$ cat src/rtl/conv_net_pkg.sv
// conv_net_pkg: shared types and helpers for the conv_net pipeline.
// ACTIVATION_LEAKY_EN selects a 1/8-slope leaky ReLU instead of plain ReLU.
package conv_net_pkg;

  // Lane arithmetic runs at this width; callers sign-extend in and truncate out.
  localparam int ACT_MAXW = 32;

  typedef enum logic [1:0] {
    ST_IDLE,
    ST_RUN,
    ST_DRAIN
  } act_state_t;

  function automatic int act_words(input int n, input int lanes);
    return (n + lanes - 1) / lanes;
  endfunction

  function automatic int act_aw(input int words);
    return (words > 1) ? $clog2(words) : 1;
  endfunction

  function automatic logic signed [ACT_MAXW-1:0] act_lane(
    input logic signed [ACT_MAXW-1:0] x
  );
`ifdef ACTIVATION_LEAKY_EN
    return x[ACT_MAXW-1] ? (x >>> 3) : x;
`else
    return x[ACT_MAXW-1] ? '0 : x;
`endif
  endfunction

endpackage

$ cat src/rtl/activation_sequencer_bank.sv
// act_lane_bank: LANES activation cells plus last-word lane masking.
// Purely combinational; sits between the S1 read word and the S2 register.
module act_lane_bank
  import conv_net_pkg::*;
#(
  parameter int BITWIDTH = 8,
  parameter int LANES    = 4,
  parameter int REM      = 0
) (
  input  logic [LANES*BITWIDTH-1:0] data_i,
  input  logic                      last_i,
  output logic [LANES*BITWIDTH-1:0] data_o,
  output logic [LANES-1:0]          mask_o
);

  for (genvar l = 0; l < LANES; l++) begin : g_lane
    logic signed [BITWIDTH-1:0] x;
    logic                       en;

    assign x = data_i[l*BITWIDTH +: BITWIDTH];
    assign en = !last_i || (REM == 0) || (l < REM);
    assign mask_o[l] = en;
    assign data_o[l*BITWIDTH +: BITWIDTH] =
      en ? BITWIDTH'(act_lane(ACT_MAXW'(x))) : '0;
  end

endmodule

$ cat src/rtl/activation_sequencer.sv
// activation_sequencer: streams a feature map through a shared ReLU bank.
// Build option ACTIVATION_LEAKY_EN switches the lanes to leaky ReLU.
module activation_sequencer
  import conv_net_pkg::*;
#(
  parameter int BITWIDTH    = 8,
  parameter int DATACHANNEL = 3,
  parameter int DATAHEIGHT  = 28,
  parameter int DATAWIDTH   = 28,
  parameter int LANES       = 4,
  localparam int N     = DATACHANNEL * DATAHEIGHT * DATAWIDTH,
  localparam int WORDS = act_words(N, LANES),
  localparam int AW    = act_aw(WORDS)
) (
  input  logic                      clk,
  input  logic                      rst,
  input  logic                      start,
  output logic                      busy,
  output logic                      done,
  output logic                      rd_en,
  output logic [AW-1:0]             rd_addr,
  input  logic [LANES*BITWIDTH-1:0] rd_data,
  output logic                      wr_en,
  output logic [AW-1:0]             wr_addr,
  output logic [LANES*BITWIDTH-1:0] wr_data,
  output logic [LANES-1:0]          wr_mask,
  input  logic                      wr_ready
);

  localparam int            REM  = N % LANES;
  localparam logic [AW-1:0] LAST = AW'(WORDS - 1);

  act_state_t state_q, state_d;
  logic [AW-1:0] rd_addr_q, rd_addr_d;
  logic s1_v_q, s1_v_d;
  logic [AW-1:0] s1_addr_q, s1_addr_d;
  logic wr_en_q, wr_en_d;
  logic [AW-1:0] wr_addr_q, wr_addr_d;
  logic [LANES*BITWIDTH-1:0] wr_data_q, wr_data_d;
  logic [LANES-1:0] wr_mask_q, wr_mask_d;
  logic done_q, done_d;

  logic adv;
  logic wr_fire;
  logic rd_go;
  logic [LANES*BITWIDTH-1:0] bank_data;
  logic [LANES-1:0] bank_mask;

  act_lane_bank #(
    .BITWIDTH(BITWIDTH),
    .LANES   (LANES),
    .REM     (REM)
  ) u_bank (
    .data_i(rd_data),
    .last_i(s1_addr_q == LAST),
    .data_o(bank_data),
    .mask_o(bank_mask)
  );

  // S2 and S1 move together whenever the output register is free.
  assign adv     = !wr_en_q || wr_ready;
  assign wr_fire = wr_en_q && wr_ready;
  assign rd_go   = (state_q == ST_RUN) && (!s1_v_q || adv);

  always_comb begin
    state_d = state_q;
    done_d  = 1'b0;
    unique case (state_q)
      ST_IDLE:  if (start) state_d = ST_RUN;
      ST_RUN:   if (rd_go && rd_addr_q == LAST) state_d = ST_DRAIN;
      ST_DRAIN: begin
        if (wr_fire && wr_addr_q == LAST) begin
          state_d = ST_IDLE;
          done_d  = 1'b1;
        end
      end
      default:  state_d = ST_IDLE;
    endcase
  end

  always_comb begin
    rd_addr_d = rd_addr_q;
    s1_v_d    = s1_v_q && !adv;
    s1_addr_d = s1_addr_q;
    wr_en_d   = wr_en_q;
    wr_addr_d = wr_addr_q;
    wr_data_d = wr_data_q;
    wr_mask_d = wr_mask_q;
    if (rd_go) begin
      rd_addr_d = (rd_addr_q == LAST) ? '0 : rd_addr_q + 1'b1;
      s1_v_d    = 1'b1;
      s1_addr_d = rd_addr_q;
    end
    if (adv) begin
      wr_en_d = s1_v_q;
      if (s1_v_q) begin
        wr_addr_d = s1_addr_q;
        wr_data_d = bank_data;
        wr_mask_d = bank_mask;
      end
    end
  end

  always_ff @(posedge clk) begin
    if (rst) begin
      state_q   <= ST_IDLE;
      rd_addr_q <= '0;
      s1_v_q    <= 1'b0;
      s1_addr_q <= '0;
      wr_en_q   <= 1'b0;
      wr_addr_q <= '0;
      wr_data_q <= '0;
      wr_mask_q <= '0;
      done_q    <= 1'b0;
    end else begin
      state_q   <= state_d;
      rd_addr_q <= rd_addr_d;
      s1_v_q    <= s1_v_d;
      s1_addr_q <= s1_addr_d;
      wr_en_q   <= wr_en_d;
      wr_addr_q <= wr_addr_d;
      wr_data_q <= wr_data_d;
      wr_mask_q <= wr_mask_d;
      done_q    <= done_d;
    end
  end

  assign busy    = (state_q != ST_IDLE);
  assign done    = done_q;
  assign rd_en   = rd_go;
  assign rd_addr = rd_addr_q;
  assign wr_en   = wr_en_q;
  assign wr_addr = wr_addr_q;
  assign wr_data = wr_data_q;
  assign wr_mask = wr_mask_q;

endmodule
$ cat config.mk
export PLATFORM = sky130hd
export DESIGN_NAME = activation_sequencer
export DESIGN_NICKNAME = d
export VERILOG_FILES = /design/src/rtl/conv_net_pkg.sv /design/src/rtl/activation_sequencer_bank.sv /design/src/rtl/activation_sequencer.sv
export SDC_FILE = /design/constraint.sdc
export NUM_CORES = 1
export LEC_CHECK = 0
export BUFFER_PORTS_ARGS = -buffer_cell sky130_fd_sc_hd__buf_2
export CAP_MARGIN = 20
export CORE_UTILIZATION = 35
export DETAILED_ROUTE_END_ITERATION = 16
export GPL_ROUTABILITY_DRIVEN = 0
export PLACE_DENSITY_LB_ADDON = 0.08
export REMOVE_ABC_BUFFERS = 1
export SLEW_MARGIN = 25
export SYNTH_ARGS = -nofsm -noshare
export SYNTH_HDL_FRONTEND = slang
export SYNTH_SLANG_ARGS = --single-unit
$ cat constraint.sdc
create_clock -name clk -period 3.52 [get_ports clk]
set_input_delay 1.056 -clock clk [delete_from_list [all_inputs] [get_ports clk]]
set_output_delay 1.056 -clock clk [all_outputs]
set_load 0.05 [all_outputs]
# Yosys cells after proc, flatten, opt, wreduce, memory -nomap -nowiden
# Index checks and enable logic that the tools add are counted.
[totals]
reg_bits = 68
output_inout_bits = 60
input_bits = 36
[classes]
muxes = 11
bitwise = 1
n_reduce_logical = 15
add_sub_neg = 1
eq_ne = 7
[op_table]
columns = ["cell", "n"]
rows = [
  ["$mux 7", 4],
  ["$eq 10x10->1 const B", 2],
  ["$add 10x1->10 const B", 1],
  ["$mux 10", 1],
  ["$mux 2", 3],
  ["$pmux 2 s3", 1],
  ["$logic_and 1x1->1", 5],
  ["$ne 2x2->1 const B", 2],
  ["$logic_not 1->1", 3],
  ["$reduce_and 3->1", 1],
  ["$eq 2x1->1 const B", 1],
  ["$eq 2x2->1 const B", 1],
  ["$logic_not 2->1", 1],
  ["$logic_or 1x1->1", 2],
  ["$mux 1", 2],
  ["$ne 2x1->1 const B", 1],
  ["$reduce_and 2->1", 1],
  ["$reduce_bool 2->1", 1],
  ["$reduce_or 2->1", 1],
  ["$not 1->1", 1],
]

# Logic depth before layout (Yosys ltp)
[depth]
depth_word = 7
ltp_mapped = 6
mapped_depth_nobuf = 5

# By module
# From an unflattened synthesis, not the netlist that was laid out.
[hier_totals]
cells_unflattened = 363
hier_area_um2 = 2947.8
[modules_own_cells]
columns = ["mod", "n_inst", "area_each_um2", "cells_per_inst"]
rows = [
  ["activation_sequencer", 1, 2705.1, 325],
  ["act_lane_bank", 1, 242.7, 38],
]

# Worst setup path before layout
# Ideal clock, no wire load.
[synth_timing]
kind = "input-to-output"
startpoint = "input wr_ready"
endpoint = "output rd_en"
n_path_buf = 1
cell_stages = 4
setup_slack_ns = 0.728
arrival_time_ns = 1.736
path_cell_list = "nand3b_1 nand2_1 inv_1 buf_2"
[synth_via]
elab_chain_cells = 3
[synth_lines]
columns = ["item", "line_no", "rtl"]
rows = [
  ["start, declared", "activation_sequencer.sv:27", "input logic wr_ready"],
  ["$logic_or 1x1->1", "activation_sequencer.sv:61", "assign adv = !wr_en_q || wr_ready;"],
  ["$logic_or 1x1->1", "activation_sequencer.sv:63", "assign rd_go = (state_q == ST_RUN) && (!s1_v_q || adv);"],
  ["$logic_and 1x1->1", "activation_sequencer.sv:63", ""],
  ["end, declared", "activation_sequencer.sv:20", "output logic rd_en,"],
]
# Every way passes these cells.

# Final worst setup path
# Same ends and word-level chain as after synthesis.

==> flow_metrics.tcl <==
set metrics [dict create \
    status "completed" \
    finalSetupTns_ps 0 \
    num_vias 2329 \
    nets 424 \
    htree_num_levels 3 \
    cp-startpoint "wr_ready" \
    start_util 0.369 \
    grt_max_degree 40 \
    synth.distinct_cells 34 \
    crit_path_end "rd_en" \
    clkTransAtPathRegs_ps 60 \
    finClkSkew_ps 6.13 \
    fin_util 0.471 \
    crit_type "primary input to output port" \
    power_density_mw_per_mm2 477 \
    grt_pass1_wl_mm 9.85 \
    io_buffers 91 \
    yosys-top-cells-count "nand2_1 (75), dfxtp_1 (64), a21oi_1 (52), nand3b_1 (31)" \
    clock-sinks 64 \
    worstSetupStartpointType "primary input" \
    core_sq_mm 0.00694 \
    clk-insertion-delay-late_ps 320 \
    clock-root-buffer "clkbuf_8" \
    cts_tree "yes" \
    dp.cells 472 \
    ys_async_sr_fraction 0 \
    end_kind "output port" \
    viasPerCell 4.78 \
    synth_area_leaders "dfxtp_1 (50%), nand2_1 (11%), a21oi_1 (10%)" \
    ys.flop_type "dfxtp_1" \
    max_freq_ghz 0.353 \
    ir_drop_mv 0.182 \
    drv_slew 0 \
    chipWidth_microns 87.5 \
    crit_cells 5 \
    syn_area_per_cell_sq_um 8.48 \
    post-place-ws_ps 681 \
    antenna_left 0 \
    syn_to_final_growth_pct 27.8 \
    drive_above_1_share 0.299 \
    critical_path_buf_inv_count 3 \
    hold_violations 0 \
    r2r_start "rd_addr[4]$_SDFFE_PP0N_" \
    postLayoutCellArea_sq_mm 0.00327 \
    critPathTopFamily "buffers and inverters" \
    clockBufferDepth 2 \
    fp-row-count 30 \
    layout.cells.non_filler 487 \
    grt-ovfl-total 0 \
    grt.total_usage 0.166 \
    worst_slew_pin_slew_ps 671 \
    io_pins 96 \
    reg2reg_depth 4 \
    hold_buffers 0 \
    final_min_period_over_clock_period 0.804 \
    synth_area_sq_mm 0.00256 \
    synth.most_common_cell "nand2_1" \
    fillers 712 \
    synth_largest_area_cell "dfxtp_1" \
    synth_top_area_share 0.500 \
    r2r_slack_ps 1610 \
    worstHoldStart "wr_data[27]$_SDFFE_PP0P_" \
    dr.first_iter.drc_count 124 \
    cts.repair.resized 0 \
    die_h_microns 87.5 \
    crit_required_ps 2460 \
    antenna_found_initial 0 \
    p_leak_nw 1.35 \
    numCtsBuffers 9 \
    first_pass_iters 4 \
    ys_ff_latch 64 \
    synth_enable_flop_cells 0 \
    maxCapViolCount 0 \
    worstPathMaxFanout 4 \
    drc 0 \
    max_stage_delay_ps 210 \
    hp-class "register to register" \
    n_antenna_cell 0 \
    slowest_stage "buf_2" \
    drt-wirelength-per-cell_microns 12.7 \
    placed_cell_area_sq_mm 0.00307 \
    grt_pass1_vias 2053 \
    cts_setup_buffers 0 \
    cp_common_cell "buf_2" \
    setup_viol 0 \
    synthCells 302 \
    rsz0062_at_grt "no" \
    setup_ws_ps 689 \
    hold_depth 2 \
    maxSlewHeadroom 0.553 \
    synth_warnings 0 \
    worst_ep_arrival_time_ps 1780 \
    period_needed_ps 2830 \
    cp_cell_sequence "buf_2 -> nand3b_1 -> nand2_1 -> inv_1 -> buf_2" \
    die-area_sq_mm 0.00766 \
    r2r-end "rd_addr[3]$_SDFFE_PP0N_" \
    routed_wl_mm 6.20 \
    hpwl_mm 4.14 \
    ys_seq_area_frac 0.500 \
]
## cell type report
| type | count | area (sq um) | share of cell area |
|---|---|---|---|
| clock buffers | 12 | 165 | 0.0505 |
| clock inverters | 3 | 40.0 | 0.0122 |
| inverters | 3 | 11.3 | 0.00344 |
| multi-input cells | 213 | 1150 | 0.351 |
| flip-flops and latches | 64 | 1280 | 0.391 |
| well taps | 96 | 120 | 0.0367 |
| repair buffers | 96 | 505 | 0.154 |
## cells by family (layout without fill, tap and decap cells)
kind of cell    after synthesis  after routing  share of synthesized area
compound gates               54             54                      0.108
xor+xnor                      8              8                     0.0274
fa+ha+maj                     1              1                    0.00488
buf+inv                      28            114                     0.0552
flops                        64             64                      0.500
other cells                   1              4                    0.00146
simple gates                146            146                      0.303
## power breakdown
group / switching [mW] / internal, mW / leakage [nW] / total [mW]
registers: 0.0106 / 0.738 / 0.518 / 0.748
logic: 0.122 / 0.0471 / 0.724 / 0.169
clock network: 0.267 / 0.379 / 0.108 / 0.646
total: 0.399 / 1.16 / 1.35 / 1.56
## layer usage
| layer | part of all wire | routed length, microns | track usage | vias to the layer above |
|---|---|---|---|---|
| li1 | - | - | - | 1173 |
| met1 | 0.47 | 2900 | 0.212 | 1077 |
| met2 | 0.47 | 2890 | 0.270 | 74 |
| met3 | 0.058 | 358 | 0.0434 | 5 |
| met4 | 0.0077 | 48 | 0.0671 | 0 |
| met5 | 0 | 0 | 0 | - |
## worst reg2reg max path, cell delays in order, from the launching register on
cell and delay [ps]:
dfxtp_1 410, or4b_4 580, nor4_4 340, a21o_1 380, nor2_1 90
## state kept, by name, summed over array words and instances, names as in the netlist
signal and flops:
s1_addr_q 10, state_q 2, s1_v_q 1, rd_addr 10, done 1, wr_en 1, wr_mask 1, wr_addr 10
wr_data 28
## layout by cell type (no fill, tap or decap), types with 2 or more instances in the layout
cell type	instances
nand3_1	4
clkbuf_8	12
dfxtp_1	64
nor4_1	4
nand2b_1	2
clkinv_2	2
nor3_1	2
nor4bb_1	2
nand2_1	75
nor2_1	12
buf_2	91
nor4b_1	2
nand4_1	2
a21oi_1	52
conb_1	4
buf_4	4
xnor2_1	7
nand3b_1	31
inv_1	3
## how the worst min path moves through the flow
stage | end
finish | wr_data[27]$_SDFFE_PP0P_
floorplan | wr_addr[0]$_SDFFE_PP0P_
CTS | wr_data[17]$_SDFFE_PP0P_
detailed placement | wr_data[17]$_SDFFE_PP0P_
global placement | wr_data[29]$_SDFFE_PP0P_
global route | wr_data[17]$_SDFFE_PP0P_
## through the flow
stage,total power [mW],hold WS (ps)
3_3_place_gp,0.935,437
4_1_cts,1.59,451
6_report,1.56,448
3_5_place_dp,0.935,441
5_1_grt,1.63,466
2_1_floorplan,0.867,426
(Power assumes the default switching activity.)
